$ cat config.mk
export PLATFORM = sky130hd
export DESIGN_NAME = mod_counter
export DESIGN_NICKNAME = d
export VERILOG_FILES = /design/src/rtl/mod_counter.sv
export SDC_FILE = /design/constraint.sdc
export NUM_CORES = 1
export LEC_CHECK = 0
export CAP_MARGIN = 20
export CORE_MARGIN = 2
export CORE_UTILIZATION = 35
export DETAILED_ROUTE_END_ITERATION = 6
export PLACE_DENSITY = 0.66
export SLEW_MARGIN = 5
export SYNTH_ARGS = -nofsm -noshare
export SYNTH_HDL_FRONTEND = slang
export SYNTH_SLANG_ARGS = --single-unit
$ cat constraint.sdc
create_clock -name clk -period 3.52 [get_ports clk]
set_input_delay 1.056 -clock clk [delete_from_list [all_inputs] [get_ports clk]]
set_output_delay 1.056 -clock clk [all_outputs]
set_load 0.05 [all_outputs]
$ cat src/rtl/mod_counter.sv
// Loadable up/down counter with runtime limit, wrap/saturate, one-shot halt and a registered terminal pulse.
// Optional MOD_COUNTER_SNAP_EN adds a snap input that captures the pre-update count into snap_val.
module mod_counter #(
    parameter int               WIDTH   = 6,
    parameter logic [WIDTH-1:0] RST_VAL = '0
) (
    input  logic             clk,
    input  logic             rst,
    input  logic             clr,
    input  logic             en,
    input  logic             ld,
    input  logic [WIDTH-1:0] ld_val,
    input  logic             dir,
    input  logic [WIDTH-1:0] limit,
    input  logic             sat,
    input  logic             oneshot,
`ifdef MOD_COUNTER_SNAP_EN
    input  logic             snap,
    output logic [WIDTH-1:0] snap_val,
`endif
    output logic [WIDTH-1:0] cnt,
    output logic             co,
    output logic             tc,
    output logic             halted
);

    typedef enum logic {
        COUNT = 1'b0,
        HALT  = 1'b1
    } state_t;

    localparam logic [WIDTH-1:0] ONE = {{(WIDTH-1){1'b0}}, 1'b1};

    state_t           state_q, state_d;
    logic [WIDTH-1:0] cnt_q, cnt_d;
    logic             tc_q, tc_d;
    logic             halted_q, halted_d;
    logic             term;
    logic             counting;

    // Up-count treats anything at or above limit as terminal, so a load past limit never runs through the top.
    assign term     = dir ? (cnt_q >= limit) : (cnt_q == '0);
    assign counting = (state_q == COUNT);
    assign co       = en & term & counting & ~clr & ~ld;

    always_comb begin
        cnt_d   = cnt_q;
        state_d = state_q;
        tc_d    = co;
        if (clr) begin
            cnt_d   = RST_VAL;
            state_d = COUNT;
        end else if (ld) begin
            cnt_d   = ld_val;
            state_d = COUNT;
        end else if (en && counting) begin
            if (term) begin
                if (oneshot) begin
                    state_d = HALT;
                end else if (dir) begin
                    cnt_d = sat ? cnt_q : '0;
                end else begin
                    cnt_d = sat ? '0 : limit;
                end
            end else begin
                cnt_d = dir ? (cnt_q + ONE) : (cnt_q - ONE);
            end
        end
        halted_d = (state_d == HALT);
    end

    always_ff @(posedge clk or posedge rst) begin
        if (rst) begin
            state_q  <= COUNT;
            cnt_q    <= RST_VAL;
            tc_q     <= 1'b0;
            halted_q <= 1'b0;
        end else begin
            state_q  <= state_d;
            cnt_q    <= cnt_d;
            tc_q     <= tc_d;
            halted_q <= halted_d;
        end
    end

    assign cnt    = cnt_q;
    assign tc     = tc_q;
    assign halted = halted_q;

`ifdef MOD_COUNTER_SNAP_EN
    logic [WIDTH-1:0] snap_val_q, snap_val_d;

    // Only rst clears the snapshot; clr and ld deliberately leave it alone.
    always_comb begin
        snap_val_d = snap ? cnt_q : snap_val_q;
    end

    always_ff @(posedge clk or posedge rst) begin
        if (rst) begin
            snap_val_q <= '0;
        end else begin
            snap_val_q <= snap_val_d;
        end
    end

    assign snap_val = snap_val_q;
`endif

endmodule

# Word level (Yosys, flattened, before mapping)

Cells that the tools add are included.

Bits in registers: 8
Input port bits: 20
Output and inout bits: 9
Logic and storage cells: 37

Add/subtract/negate cells: 2
$lt $le $gt $ge: 1
Equal/unequal tests: 2
Multiplexer cells: 15
Bitwise operators: 7
Reductions and logical operators: 7

Operators with widths:

| cell                  | count |
|---|---|
| $mux W6               | 9 |
| $reduce_bool A3 Y1    | 3 |
| $add A6 B1 Y6 const B | 1 |
| $ge A6 B6 Y1          | 1 |
| $logic_not A6 Y1      | 1 |
| $mux W1               | 6 |
| $reduce_and A3 Y1     | 2 |
| $sub A6 B1 Y6 const B | 1 |
| $ne A5 B5 Y1 const B  | 1 |
| $and A1 B1 Y1         | 4 |
| $ne A4 B4 Y1 const B  | 1 |
| $not A1 Y1            | 3 |
| $logic_and A1 B1 Y1   | 1 |

# Depth between registers and ports, before layout

Gate-level depths: netlist of run 1.

Depth after elaboration: 7
Depth in mapped cells: 9
Mapped depth without buffers: 8

# Worst setup path after synthesis of run 1

No wires, ideal clock.

Kind: input -> output
Start point: input port limit[2]
End point: output port co
Data arrival time: 3.632 ns
Data required time: 2.464 ns
Path slack: -1.168 ns
Stages on the path: 7
Path buffers: 0
Path through: inv_1 > ha_1 > nand2_1 > o21ai_1 > a2111oi_4 > nor2_1 > nor4b_1

Longest elaborated chain between the ends: 6

Ends and longest elaborated chain:

| what                       | line | source |
|---|---|---|
| from (decl)                | 14   | `input logic [WIDTH-1:0] limit,` |
| $ge A6 B6 Y1               | 42   | `assign term = dir ? (cnt_q >= limit) : (cnt_q == '0);` |
| $mux W1                    | 42   |  |
| $and A1 B1 Y1 (4 in a row) | 44   | `assign co = en & term & counting & ~clr & ~ld;` |
| to (decl)                  | 22   | `output logic co,` |

No other way between the ends.

# Final worst setup path of run 1

Same ends and word-level chain as after synthesis.

==> impl_results.md, run 1 <==
* Maxcap violations at 0
* Crit path max fanout at 2
* Routed Wire Length at between 2 and 3 mm
* Synth-to-Final Area Change at 50.68%
* DP Wirelength at 2.059 mm
* Vias in the first global route at 960
* Clk_skew at 0.008669 ns
* Mean post-synth cell area at 8.879 µm²
* Synth Net Count at 135
* Top cell type's share of synthesized area at between 20% and 30%
* Fillcell total at 237
* CTS max path bufs at 2
* Crit path DAT at 2.36 ns
* First-pass iteration count of the detailed router at 4
* FMAX at 293.1 MHz
* Layout cell share with drive strength beyond 1 at 31.72%
* PD cells at 346.4 mW/mm²
* Most frequent cells in the layout: clkdlybuf4s50_1 (20), buf_4 (14), inv_1 (11), a21oi_1 (9), dfrtp_1 (8)
* Gr ovfl total at 0
* Initial core utilization at 36.94%
* Synth cell types at 39
* Post-route cell area at 0.001391 mm²
* Drt wl/cell at 14.70 µm
* # clock sinks at 8
* # setup viols final at 0
* H-tree levels at 1
* Clk root buf: clkbuf_4
* Crit share post-route at 96.92%
* Sum of negative setup slack at 0 ns
* Nets at between 150 and 200
* Peak supply drop at 0.0002555 V
* Largest area contributor in the netlist: dfrtp_1
* Via Count at 915
* Required time of the critical path at 2.46 ns
* Sequential fraction of the synthesis area at 21.68%
* Final Slew Violations at 0
* Unrepaired setup endpoints after global routing: no
* Synth Warn # at 0
* Detailed Route Iter0 Violations at 21
* Final Power at roughly 0.48 mW
* Critical path launch point type: primary input
* HP Class: flop to flop
* Outcome: finished, final reports clean
* Residual DRC at 0
* Worst-Margin Slew at 0.4996 ns
* Hold Slack at 0.6310 ns
* CTS buffer count at 3
* Chip Width at 55.37 µm
* Syn Inst Count at 104
* Fin. Hold Viols at 0
* Worst skew pair latency at 0.26 ns
* PortBufs at 28
* Ant diodes at 0
* Clock-pin transition on the worst setup and hold timing paths at ~0.050 ns
* Placed Instance Area at 0.001309 mm²
* Synth Cell Area at slightly above 900 µm²
* Largest net degree at the start of global routing at 15
* Max_slew headroom at 66.59%
* First-pass GRT wire length at 4.478 mm
* RePlAce Congestion at 0.7989
* Die Span Y at 55.37 µm
* P_leak at roughly 0.63 nW
* # hold bufs at CTS at 0
* Initial antenna violation count at 0
* Register bit count reported by yosys at 8
* Crit path kind: primary input to output port
* Critical Path End Type: output port
* # rows at 18
* Final Critical Period at 3.411 ns
* Vias/cell at between 5 and 6
* Commonest non-fill, non-tap cell in the layout: clkdlybuf4s50_1
* GR Util All Layers at around 18%
* Io pins at 29
* Top cells by area, synth: dfrtp_1 (22%), ha_1 (14%), a21oi_1 (6.0%)
* Register-to-register setup slack at 1.16 ns
* Post-route ant nets at 0
* Die area at between 0.003 and 0.004 mm²
* Core area at 0.002500 mm²
* CTS tree: built
[metal layers]
layer | vias up | share of wire (%) | GRT usage (%)
li1 | 465 | - | -
met3 | 2 | 6.3 | 1.405
met2 | 30 | 51 | 31.12
met5 | - | 0 | 0
met4 | 0 | 0.31 | 6.272
met1 | 418 | 42 | 24.31
[stage by stage]
step / worst slack [ns] / std cells / util (%)
final: 0.1086 / 175 / 55.66
after global routing: 0.006433 / 175 / 55.66
after CTS: 0.002208 / 174 / 56.06
after detailed placement: -0.4327 / 170 / 52.35
after global placement: -0.4041 / 170 / 52.35
after floorplan: 0.006142 / 104 / -
[state kept, by name, summed over array words and instances, names as in the netlist]
register  count
cnt           6
halted        1
tc            1
[cells by family after synthesis]
family	Yosys count	share of synthesized area, %
AO/OA/AOI/OAI	37	29.81
AND/OR/NAND/NOR	23	15.99
buffers and inverters	19	10.57
XOR/XNOR	4	3.794
flip-flops	8	21.68
adder cells (fa/ha/maj)	11	15.72
multiplexers	2	2.439
[repair_timing]
action / in CTS / in global routing
buffers inserted: 1 / 1
pin swaps: 7 / 6
setup endpoints to repair: 1 / 1
resized for setup: 29 / 7
[report_power, final]
part	switching, mW	internal, mW
logic	0.151	0.137
registers	0.0210	0.103
clock network	0.0319	0.0391
[cells in the mapped netlist]
master	count
nor4_2	1
ha_1	10
a221oi_1	2
nor2b_1	4
a2111oi_4	1
o21ai_1	3
o221ai_1	1
a21bo_1	1
a211oi_1	1
mux2_1	2
nor3b_4	1
o21ai_0	5
and3_2	1
xnor2_1	4
a211o_1	1
a21o_1	1
a21oi_1	11
a32o_1	1
a31oi_1	1
nor2_1	6
and3_1	1
a311oi_1	1
a21oi_2	2
dfrtp_1	8
inv_2	1
clkbuf_1	1
buf_8	1
buf_6	2
nor3_1	3
nor2b_2	1
nand2b_1	2
inv_1	14
nor4_1	1
nor4b_1	1
a31o_1	3
o21bai_1	1
o41ai_2	1
nand2_1	1
fa_1	1
[path summary, 6_finish.rpt]
| kind | depth (start not counted) | startpoint | end |
|---|---|---|---|
| worst max-delay path | 9 | limit[2] | co |
| worst min-delay path | 1 | cnt[3] | cnt[3] |
| worst max register to register | 10 | cnt[0] | cnt[0] |
| worst min register to register | 1 | cnt[3] | cnt[3] |
| max in group asynchronous | 2 | rst | cnt[2] |
| min in group asynchronous | 2 | rst | tc |
[layout make-up]
type	instances	area [µm²]	area share, %
inverters	15	56.30	4.047
multi-input cells	77	715.7	51.44
well taps	30	37.54	2.698
flip-flops and latches	8	200.2	14.39
clock buffers	3	22.52	1.619
repair buffers	42	359.1	25.81
[critical path, stage by stage]
cell and delay (ns):
buf_2 0.10, inv_2 0.04, ha_4 0.26, nand2_1 0.06
o21ai_2 0.18, a2111oi_4 0.11, nor2_2 0.11, nor4b_4 0.25
buf_6 0.20
Note: power is estimated with default switching activity, not from simulation.
==> run 2, diff against run 1 <==
--- a/config.mk
+++ b/config.mk
@@ -9,6 +9,7 @@
 export CORE_MARGIN = 2
 export CORE_UTILIZATION = 35
 export DETAILED_ROUTE_END_ITERATION = 6
+export GPL_ROUTABILITY_DRIVEN = 0
 export PLACE_DENSITY = 0.66
 export SLEW_MARGIN = 5
 export SYNTH_ARGS = -nofsm -noshare
==> results of run 2 <==
Same layout as run 1: the final DEF is identical, and so are final timing and power.
